[config.mk]
export PLATFORM = sky130hd
export DESIGN_NAME = matrix_op_sequencer
export DESIGN_NICKNAME = d
export VERILOG_FILES = /design/src/rtl/matrix_pkg.sv /design/src/rtl/matrix_op_sequencer_mac2.sv /design/src/rtl/matrix_op_sequencer.sv
export SDC_FILE = /design/constraint.sdc
export NUM_CORES = 1
export LEC_CHECK = 0
export ABC_AREA = 1
export CAP_MARGIN = 0
export CORE_MARGIN = 2
export CORE_UTILIZATION = 50
export CTS_CLUSTER_DIAMETER = 30
export CTS_CLUSTER_SIZE = 20
export DETAILED_ROUTE_END_ITERATION = 6
export DONT_BUFFER_PORTS = 1
export PLACE_DENSITY = 0.63
export REMOVE_ABC_BUFFERS = 1
export SYNTH_ARGS = -nofsm -noshare
export SYNTH_HDL_FRONTEND = slang
export SYNTH_HIERARCHICAL = 1
export SYNTH_SLANG_ARGS = --single-unit
[constraint.sdc]
create_clock -name clk -period 6.7 [get_ports clk]
set_input_delay 1.34 -clock clk [delete_from_list [all_inputs] [get_ports clk]]
set_output_delay 1.34 -clock clk [all_outputs]
set_load 0.02 [all_outputs]
[src/rtl/matrix_pkg.sv]
// Shared constants for the 2x2 matrix sequencer: opcodes, element indices,
// per-op cycle counts and FSM state encoding.
package matrix_pkg;

   localparam logic [2:0] OP_ADD = 3'd0;
   localparam logic [2:0] OP_SUB = 3'd1;
   localparam logic [2:0] OP_MUL = 3'd2;
   localparam logic [2:0] OP_DET = 3'd3;
   localparam logic [2:0] OP_TRP = 3'd4;

   // Element index = {row, col}, row-major, matching the packed matrix order
   localparam logic [1:0] IDX_11 = 2'd0;
   localparam logic [1:0] IDX_12 = 2'd1;
   localparam logic [1:0] IDX_21 = 2'd2;
   localparam logic [1:0] IDX_22 = 2'd3;

   localparam int N_CYC_4   = 4;
   localparam int N_CYC_DET = 1;

   typedef enum logic [1:0] {
      S_IDLE = 2'd0,
      S_RUN  = 2'd1,
      S_DONE = 2'd2
   } seq_state_t;

   function automatic logic op_legal(input logic [2:0] op);
      return op <= OP_TRP;
   endfunction

endpackage

[src/rtl/matrix_op_sequencer_mac2.sv]
// Combinational two-product MAC: res = x*y +/- u*v.
// Operands are zero-extended; the arithmetic wraps at RES_W bits.
module mac2 #(
   parameter int ELEM_W = 3,
   parameter int RES_W  = 8
) (
   input  logic [ELEM_W-1:0]       x,
   input  logic [ELEM_W-1:0]       y,
   input  logic [ELEM_W-1:0]       u,
   input  logic [ELEM_W-1:0]       v,
   input  logic                    sub,
   output logic signed [RES_W-1:0] res
);

   logic [RES_W-1:0] p_xy;
   logic [RES_W-1:0] p_uv;

   assign p_xy = RES_W'(x) * RES_W'(y);
   assign p_uv = RES_W'(u) * RES_W'(v);
   assign res  = sub ? signed'(p_xy - p_uv) : signed'(p_xy + p_uv);

endmodule

[src/rtl/matrix_op_sequencer.sv]
// Time-shared 2x2 matrix op sequencer: one result element per cycle through a
// single mac2, operands and result held in registers across the handshake.
//
//   state  | meaning
//   IDLE   | waiting for a request, in_ready=1
//   RUN    | one element per cycle, cnt_q counts down remaining elements
//   DONE   | result presented, waiting for out_ready
module matrix_op_sequencer
   import matrix_pkg::*;
#(
   parameter int ELEM_W = 3,
   parameter int RES_W  = 8
) (
   input  logic                  clk,
   input  logic                  rst,
   input  logic                  in_valid,
   output logic                  in_ready,
   input  logic [2:0]            op,
   input  logic [4*ELEM_W-1:0]   a_mat,
   input  logic [4*ELEM_W-1:0]   b_mat,
   output logic                  out_valid,
   input  logic                  out_ready,
   output logic [4*RES_W-1:0]    c_mat,
   output logic                  err,
   output logic                  busy
);

   localparam logic [ELEM_W-1:0] ONE  = ELEM_W'(1);
   localparam logic [ELEM_W-1:0] ZERO = '0;

   seq_state_t state_q, state_d;
   logic [2:0]          op_q;
   logic [4*ELEM_W-1:0] a_q, b_q;
   logic [1:0]          idx_q;
   logic [1:0]          cnt_q;
   logic [4*RES_W-1:0]  c_q;
   logic                err_q;
   logic                accept;

   logic [ELEM_W-1:0]       mac_x, mac_y, mac_u, mac_v;
   logic                    mac_sub;
   logic signed [RES_W-1:0] mac_res;

   function automatic logic [ELEM_W-1:0] elem(input logic [4*ELEM_W-1:0] m,
                                              input logic [1:0] k);
      return m[(3-k)*ELEM_W +: ELEM_W];
   endfunction

   always_comb begin
      state_d   = state_q;
      in_ready  = 1'b0;
      out_valid = 1'b0;
      busy      = 1'b0;
      accept    = 1'b0;
      case (state_q)
         S_IDLE: begin
            in_ready = 1'b1;
            if (in_valid) begin
               accept  = 1'b1;
               state_d = op_legal(op) ? S_RUN : S_DONE;
            end
         end
         S_RUN: begin
            busy = 1'b1;
            if (cnt_q == 2'd0) state_d = S_DONE;
         end
         S_DONE: begin
            busy      = 1'b1;
            out_valid = 1'b1;
            if (out_ready) state_d = S_IDLE;
         end
         default: state_d = S_IDLE;
      endcase
   end

   // Operand mux: idx_q = {i, j}; ADD is the default routing
   always_comb begin
      mac_x   = elem(a_q, idx_q);
      mac_y   = ONE;
      mac_u   = elem(b_q, idx_q);
      mac_v   = ONE;
      mac_sub = 1'b0;
      case (op_q)
         OP_SUB: mac_sub = 1'b1;
         OP_MUL: begin
            mac_x = elem(a_q, {idx_q[1], 1'b0});
            mac_y = elem(b_q, {1'b0, idx_q[0]});
            mac_u = elem(a_q, {idx_q[1], 1'b1});
            mac_v = elem(b_q, {1'b1, idx_q[0]});
         end
         OP_DET: begin
            mac_x   = elem(a_q, IDX_11);
            mac_y   = elem(a_q, IDX_22);
            mac_u   = elem(a_q, IDX_12);
            mac_v   = elem(a_q, IDX_21);
            mac_sub = 1'b1;
         end
         OP_TRP: begin
            mac_x = elem(a_q, {idx_q[0], idx_q[1]});
            mac_u = ZERO;
            mac_v = ZERO;
         end
         default: ;
      endcase
   end

   mac2 #(.ELEM_W(ELEM_W), .RES_W(RES_W)) u_mac2 (
      .x   (mac_x),
      .y   (mac_y),
      .u   (mac_u),
      .v   (mac_v),
      .sub (mac_sub),
      .res (mac_res)
   );

   always_ff @(posedge clk or posedge rst) begin
      if (rst) begin
         state_q <= S_IDLE;
         op_q    <= '0;
         a_q     <= '0;
         b_q     <= '0;
         idx_q   <= '0;
         cnt_q   <= '0;
         c_q     <= '0;
         err_q   <= 1'b0;
      end else begin
         state_q <= state_d;
         if (accept) begin
            op_q  <= op;
            a_q   <= a_mat;
            b_q   <= b_mat;
            idx_q <= '0;
            cnt_q <= (op == OP_DET) ? 2'(N_CYC_DET - 1) : 2'(N_CYC_4 - 1);
            c_q   <= '0;
            err_q <= ~op_legal(op);
         end else if (state_q == S_RUN) begin
            c_q[(3-idx_q)*RES_W +: RES_W] <= mac_res;
            idx_q <= idx_q + 2'd1;
            cnt_q <= cnt_q - 2'd1;
         end
      end
   end

   assign c_mat = c_q;
   assign err   = err_q;

endmodule

==> out/qor.csv, run 1 <==
stage,metric,value,unit
detailed_routing,Detail Route Antenna Nets,0,
detailed_routing,via count,4160,
detailed_routing,DRT Wirelength,12.1,mm
cts,Clock Sinks,66,
yosys,Unique masters post-synth,41,
run_status,status,"complete, no violations",
cts,"Hold-fix buffers, CTS",0,
timing,relative slew slack,27.3,%
global_route,GRT Total Usage,25.4,%
timing,Clock Skew,7.86,ps
detailed_routing,DR WL/cell,16.3,µm
placement,Inst Count DP,730,
critical_path,slowest library cell on the worst path,fa_1,
timing,Max Freq,182,MHz
critical_path,critical path startpoint category,register,
timing,Slew Limit Fails,0,
worst_hold_path,worst hold path class,register to register,
critical_path,Worst path most repeated cell,nand2_1,
placement,gpl congestion,0.910,
cts,worst skew pair latency,340,ps
yosys,syn_area_per_cell,7.41,µm²
cells_and_area,share of layout cells above drive strength 1,8.50,%
cts,clock-pin slew on the worst setup and hold paths,80,ps
timing,Total Neg Setup Slack,0,ps
cells_and_area,"commonest non-fill, non-tap cell in the layout",nand2_1,
cells_and_area,final net count,700,
floorplanning,die width,101,µm
cts,postcts setup bufs,0,
global_route,first-pass GRT wire length,20.3,mm
cts,Max Root-Sink Buffers,2,
cts,"Gates resized, CTS repair",0,
timing,Slew @ Worst Pin,1080,ps
placement,Buffers on Ports,0,
yosys,Yosys warning total,6,
cells_and_area,diode count,0,
global_route,initial antenna violation count,0,
floorplanning,Core Footprint,9150,µm²
cts,H-tree depth,3,
cells_and_area,"Cell Count, Final, Fillers Out",746,
critical_path,arrival time worst endpoint,5740,ps
critical_path,worst path required time,6940,ps
floorplanning,Die Y,101,µm
detailed_routing,1st-pass router iterations,5,
critical_path,WS Path Type,register to register,
yosys,Yosys reg bits,66,
detailed_routing,drt via density,5.58,
global_route,number of global-route vias before repair,4069,
yosys,area of the mapped netlist,4680,µm²
critical_path,"Max FO, Critical Path",31,
detailed_routing,1st-iter DRT viols,180,
timing,final setup fails,0,
timing,RSZ-0062 raised after global routing,no,
yosys,Synth Instances,632,
floorplanning,die area,10200,µm²
placement,DPL Wire Length,9.27,mm
detailed_routing,DR DRC count,0,
timing,Final Hold Vio Count,0,
cells_and_area,FILL cells,881,
timing,Final min period,5490,ps
yosys,post-synthesis sequential area ratio,35.3,%
floorplanning,Starting Density,51.1,%
floorplanning,io pins,67,
timing,final worst slack,1210,ps
cells_and_area,synthesis-to-layout area growth,6.15,%
placement,Place WS,1270,ps
critical_path,CP Capture Type,register,
global_route,pin count of the biggest net entering global routing,67,
cts,CTS root buffer,clkbuf_8,
timing,crit share post-route,82.0,%
cells_and_area,"Core Util, Final",54.3,%
critical_path,WP buf/inv,9,
critical_path,cell family with the largest share of critical-path delay,adder cells,
job,MaxCap Viol Count,0,
cts,Num CTS Buffers,9,
critical_path,Worst path max stage delay,470,ps
global_route,grt total ovfl,0,
cts,TritonCTS clock tree,done,
floorplanning,row count,35,
cells_and_area,"commonest cells after routing, fill and taps aside","nand2_1 (145), inv_1 (96), o21ai_0 (68)",
## cells by family after synthesis
family	Yosys count	share of synthesized area, %
DFF	66	35.3
adders and majority gates	39	11.4
muxes	1	0.214
xor gates and xnor gates	4	0.749
buffers and inverters	124	10.4
AOI/OAI and AO/OA	130	15.7
and+or+nand+nor	268	26.3
## sequential cells by signal, indices dropped and copies added (netlist names)
name	count
cnt_q	2
err	1
b_q	12
c_mat	32
a_q	12
idx_q	2
state_q	2
op_q	3
## layout make-up
type / instances / area [µm²] / area share (%)
Timing Repair Buffer: 5 / 37.5 / 0.755
Inverter: 106 / 398 / 8.01
Clock buffer: 9 / 124 / 2.49
Multi-Input combinational cell: 442 / 2540 / 51.1
Tap cell: 111 / 139 / 2.80
Clock inverter: 7 / 77.6 / 1.56
Sequential cell: 66 / 1650 / 33.2
## cells in the mapped netlist (all sizes together)
| library cell | n | area share [%] |
|---|---|---|
| o2111ai | 1 | 0.19 |
| nand4 | 20 | 2.7 |
| inv | 104 | 8.3 |
| a21boi | 1 | 0.16 |
| nor3 | 3 | 0.56 |
| buf | 10 | 1.3 |
| nor3b | 1 | 0.16 |
| fa | 6 | 2.6 |
| a31oi | 3 | 0.40 |
| xnor2 | 1 | 0.19 |
| o22ai | 9 | 1.2 |
| dfrtp | 66 | 35 |
| o31ai | 4 | 0.64 |
| nand2 | 154 | 13 |
| clkinv | 2 | 0.16 |
| ha | 33 | 8.8 |
| a22oi | 2 | 0.32 |
| nor2 | 34 | 2.8 |
| nand3 | 55 | 6.8 |
| a21o | 1 | 0.16 |
| o211ai | 4 | 0.64 |
| a21oi | 28 | 3.4 |
| clkbuf | 8 | 0.64 |
| nand3b | 1 | 0.16 |
| mux2i | 1 | 0.21 |
| o21ai | 77 | 8.6 |
| xor2 | 3 | 0.56 |
## per-stage QoR
stage               hold WS, ps  cell area [µm²]
floorplan                   449             4590
CTS                         486             4970
finish                      481             4970
global placement            471             4770
detailed placement          466             4770
global route                520             4970
## tightest hold or removal path: cells and delay by family (launching register included)
kind | cells | cell delay (ps)
DFF | 1 | 340
and+or+nand+nor | 2 | 100
## layer usage
metal	vias up	track usage, %	part of all wire, %
met1	1986	35.7	48
met2	83	39.8	46
met3	21	4.72	3.8
met5	-	0	0
met4	0	8.22	1.7
li1	2070	-	-
## worst paths after layout
check                              start         to  slack [ps]  cells after the start
worst max register to register  idx_q[0]  c_mat[31]        1210                     28
worst min-delay path              b_q[0]     b_q[0]         480                      2
max in group asynchronous            rst     a_q[7]        5010                      2
worst min register to register    b_q[0]     b_q[0]         480                      2
worst max-delay path            idx_q[0]  c_mat[31]        1210                     28
min in group asynchronous            rst  c_mat[26]        1120                      2
Power of run 1 is left out: the tool's default activity adds up to more than one toggle a clock period on the data nets, which glitch-free logic cannot reach.
==> run 2, diff against run 1 <==
- PLACE_DENSITY: 0.63 -> 0.66
- clock period: 6.7 -> 4.4 ns (I/O delays scaled with it)
==> run 2 against run 1 <==
Compared with the run above: wire length grew 7.8%; final area grew 14%; global-route usage shrank 0.15 points; register-to-register slack lost 1100 ps; clock skew grew 1.3 ps.
==> out/qor.csv, run 2 (same netlist as run 1, synthesis figures left out) <==
stage,metric,value,unit,change
run_status,status,"complete, no violations",,
cells_and_area,Register Area,1650,µm²,about the same
floorplanning,die area,10200,µm²,unchanged
timing,Max Freq,233,MHz,+28%
detailed_routing,DR DRC count,0,,unchanged
timing,relative slew slack,29.6,%,+2.3 points
cts,H-tree depth,3,,unchanged
global_route,grt total ovfl,0,,unchanged
cells_and_area,synthesis-to-layout area growth,20.9,%,
worst_hold_path,hold_sp,b_q[0],,
cts,Clock Sinks,66,,unchanged
timing,crit share post-route,97.6,%,+16 points
placement,gpl congestion,0.951,,+4.4%
critical_path,critical path startpoint category,register,,
cells_and_area,"commonest non-fill, non-tap cell in the layout",nand2_1,,
cts,clock-pin slew on the worst setup and hold paths,70,ps,about the same
timing,Slew @ Worst Pin,1050,ps,-34.3 ps
placement,DPL Wire Length,9.31,mm,+0.42%
job,MaxCap Viol Count,0,,unchanged
cts,Num CTS Buffers,9,,unchanged
cts,CTS root buffer,clkbuf_8,,
global_route,number of global-route vias before repair,4132,,+1.5%
critical_path,internal reg-to-reg setup slack,100,ps,-1100 ps
worst_hold_path,Hold EP,b_q[0],,
critical_path,Reg-to-Reg End,c_mat[30],,
critical_path,worst path required time,4670,ps,-2270 ps
critical_path,arrival time worst endpoint,4560,ps,-1180 ps
floorplanning,row count,35,,unchanged
timing,final setup fails,0,,unchanged
detailed_routing,via count,4428,,+6.4%
cells_and_area,area of the multi-input gates,2820,µm²,+11%
cts,TritonCTS clock tree,done,,
detailed_routing,drt via density,5.56,,-0.37%
timing,Final min period,4300,ps,-1200 ps
floorplanning,die width,101,µm,unchanged
cts,worst skew pair latency,360,ps,+20 ps
placement,Place WS,-180,ps,-1450 ps
placement,placed cell area,5040,µm²,+5.8%
cells_and_area,FILL cells,844,,-4.2%
global_route,GRT Total Usage,25.3,%,-0.15 points
timing,Total Neg Setup Slack,0,ps,unchanged
detailed_routing,Detail Route Antenna Nets,0,,unchanged
timing,final worst slack,105,ps,-1100 ps
cells_and_area,diode count,0,,unchanged
timing,RSZ-0062 raised after global routing,yes,,
detailed_routing,DRT Wirelength,13.1,mm,+7.8%
cells_and_area,share of layout cells above drive strength 1,21.7,%,+13 points
floorplanning,Starting Density,51.1,%,unchanged
critical_path,WS Path Type,register to register,,
critical_path,worst r2r path cells,23,,-18%
cells_and_area,max FFs per register,32,,unchanged
detailed_routing,1st-pass router iterations,5,,unchanged
placement,Buffers on Ports,0,,unchanged
timing,Final Hold Vio Count,0,,unchanged
global_route,pin count of the biggest net entering global routing,45,,-33%
worst_hold_path,Hold Crit Depth,2,,unchanged
critical_path,"Max FO, Critical Path",9,,-71%
global_route,first-pass GRT wire length,20.2,mm,-0.31%
detailed_routing,DR WL/cell,16.4,µm,+0.86%
floorplanning,Die Y,101,µm,unchanged
global_route,initial antenna violation count,0,,unchanged
critical_path,CP startpoint,idx_q[0],,
critical_path,RR Startpoint,idx_q[0],,
cells_and_area,final net count,751,,+7.3%
cts,Max Root-Sink Buffers,2,,unchanged
worst_hold_path,worst hold path class,register to register,,
detailed_routing,1st-iter DRT viols,248,,+38%
timing,Clock Skew,9.11,ps,+1.25 ps
critical_path,CP Capture Type,register,,
timing,Slew Limit Fails,0,,unchanged
cells_and_area,"commonest cells after routing, fill and taps aside","nand2_1 (139), inv_1 (86), dfrtp_1 (65)",,
floorplanning,io pins,67,,unchanged
floorplanning,Core Footprint,9150,µm²,unchanged
cells_and_area,design area,5660,µm²,+14%
[run 2: cell types whose count changed in the layout (fill, tap and decap cells not counted), sizes merged]
cell / delta
buf: +48
nand2: +1
clkbuf: +1
bufinv: -1
clkinv: -3
inv: +1
nand3: +1
clkinvlp: +3
[run 2: how the worst max path moves through the flow]
stage           endpoint
6_report       c_mat[30]
5_1_grt        c_mat[29]
4_1_cts        c_mat[12]
3_5_place_dp   c_mat[31]
3_3_place_gp   c_mat[31]
2_1_floorplan  c_mat[12]
[run 2: per-layer routing]
layer  GRT usage, %  wire, µm  up-vias  share of wire, %
met5              0         0        -                 0
met3           6.10       807       25               6.2
met1           35.2      5930     2069                45
met2           39.0      6080      163                46
met4           7.80       266        0               2.0
li1               -         -     2171                 -
[run 2: timing repair]
item | 4_1_cts | 5_1_grt
setup endpoints to repair | 16 | 20
hold buffers | 0 | 0
endpoints found under the hold margin | 0 | 0
gates cloned | 0 | 4
pin swaps | 0 | 29
setup buffers | 0 | 12
resized for setup | 5 | 79
[run 2: through the flow]
| stage | hold slack, ps | std cells | utilization, % |
|---|---|---|---|
| 2_1_floorplan | 449 | 614 | - |
| 6_report | 491 | 797 | 61.8 |
| 3_3_place_gp | 473 | 765 | 55.1 |
| 3_5_place_dp | 470 | 765 | 55.1 |
| 5_1_grt | 509 | 797 | 61.8 |
| 4_1_cts | 494 | 781 | 57.4 |
[run 2: layout make-up]
cell class / instances / share of cell area, %
well taps: 111 / 2.45
clock inverters: 6 / 0.774
clock buffers: 10 / 2.26
multi-input cells: 444 / 49.9
inverters: 106 / 7.38
flip-flops and latches: 66 / 29.2
repair buffers: 53 / 7.96
repair inverters: 1 / 0.111
[run 2: worst max-delay path, stage by stage (launching register included)]
cell and delay (ps):
dfrtp_1 410, inv_2 100, ha_4 300, buf_4 180, nand2_1 80, inv_2 80, a21oi_1 70, nor2_1 110
a21oi_1 90, a21oi_2 220, nand2_1 90, inv_1 80, fa_1 440, ha_4 190, fa_2 480, ha_4 320
inv_4 50, a21oi_4 150, inv_1 50, nand2_1 70, nand3_2 120, o21ai_2 200, inv_2 90, o31ai_2 210
Power of run 2 is left out for the same reason.
==> run 3, diff against run 2 <==
- SLEW_MARGIN: not set -> 20
==> results of run 3 <==
Same layout as run 2: the final DEF is identical, and so are final timing and power.
Power of run 3 is left out for the same reason.
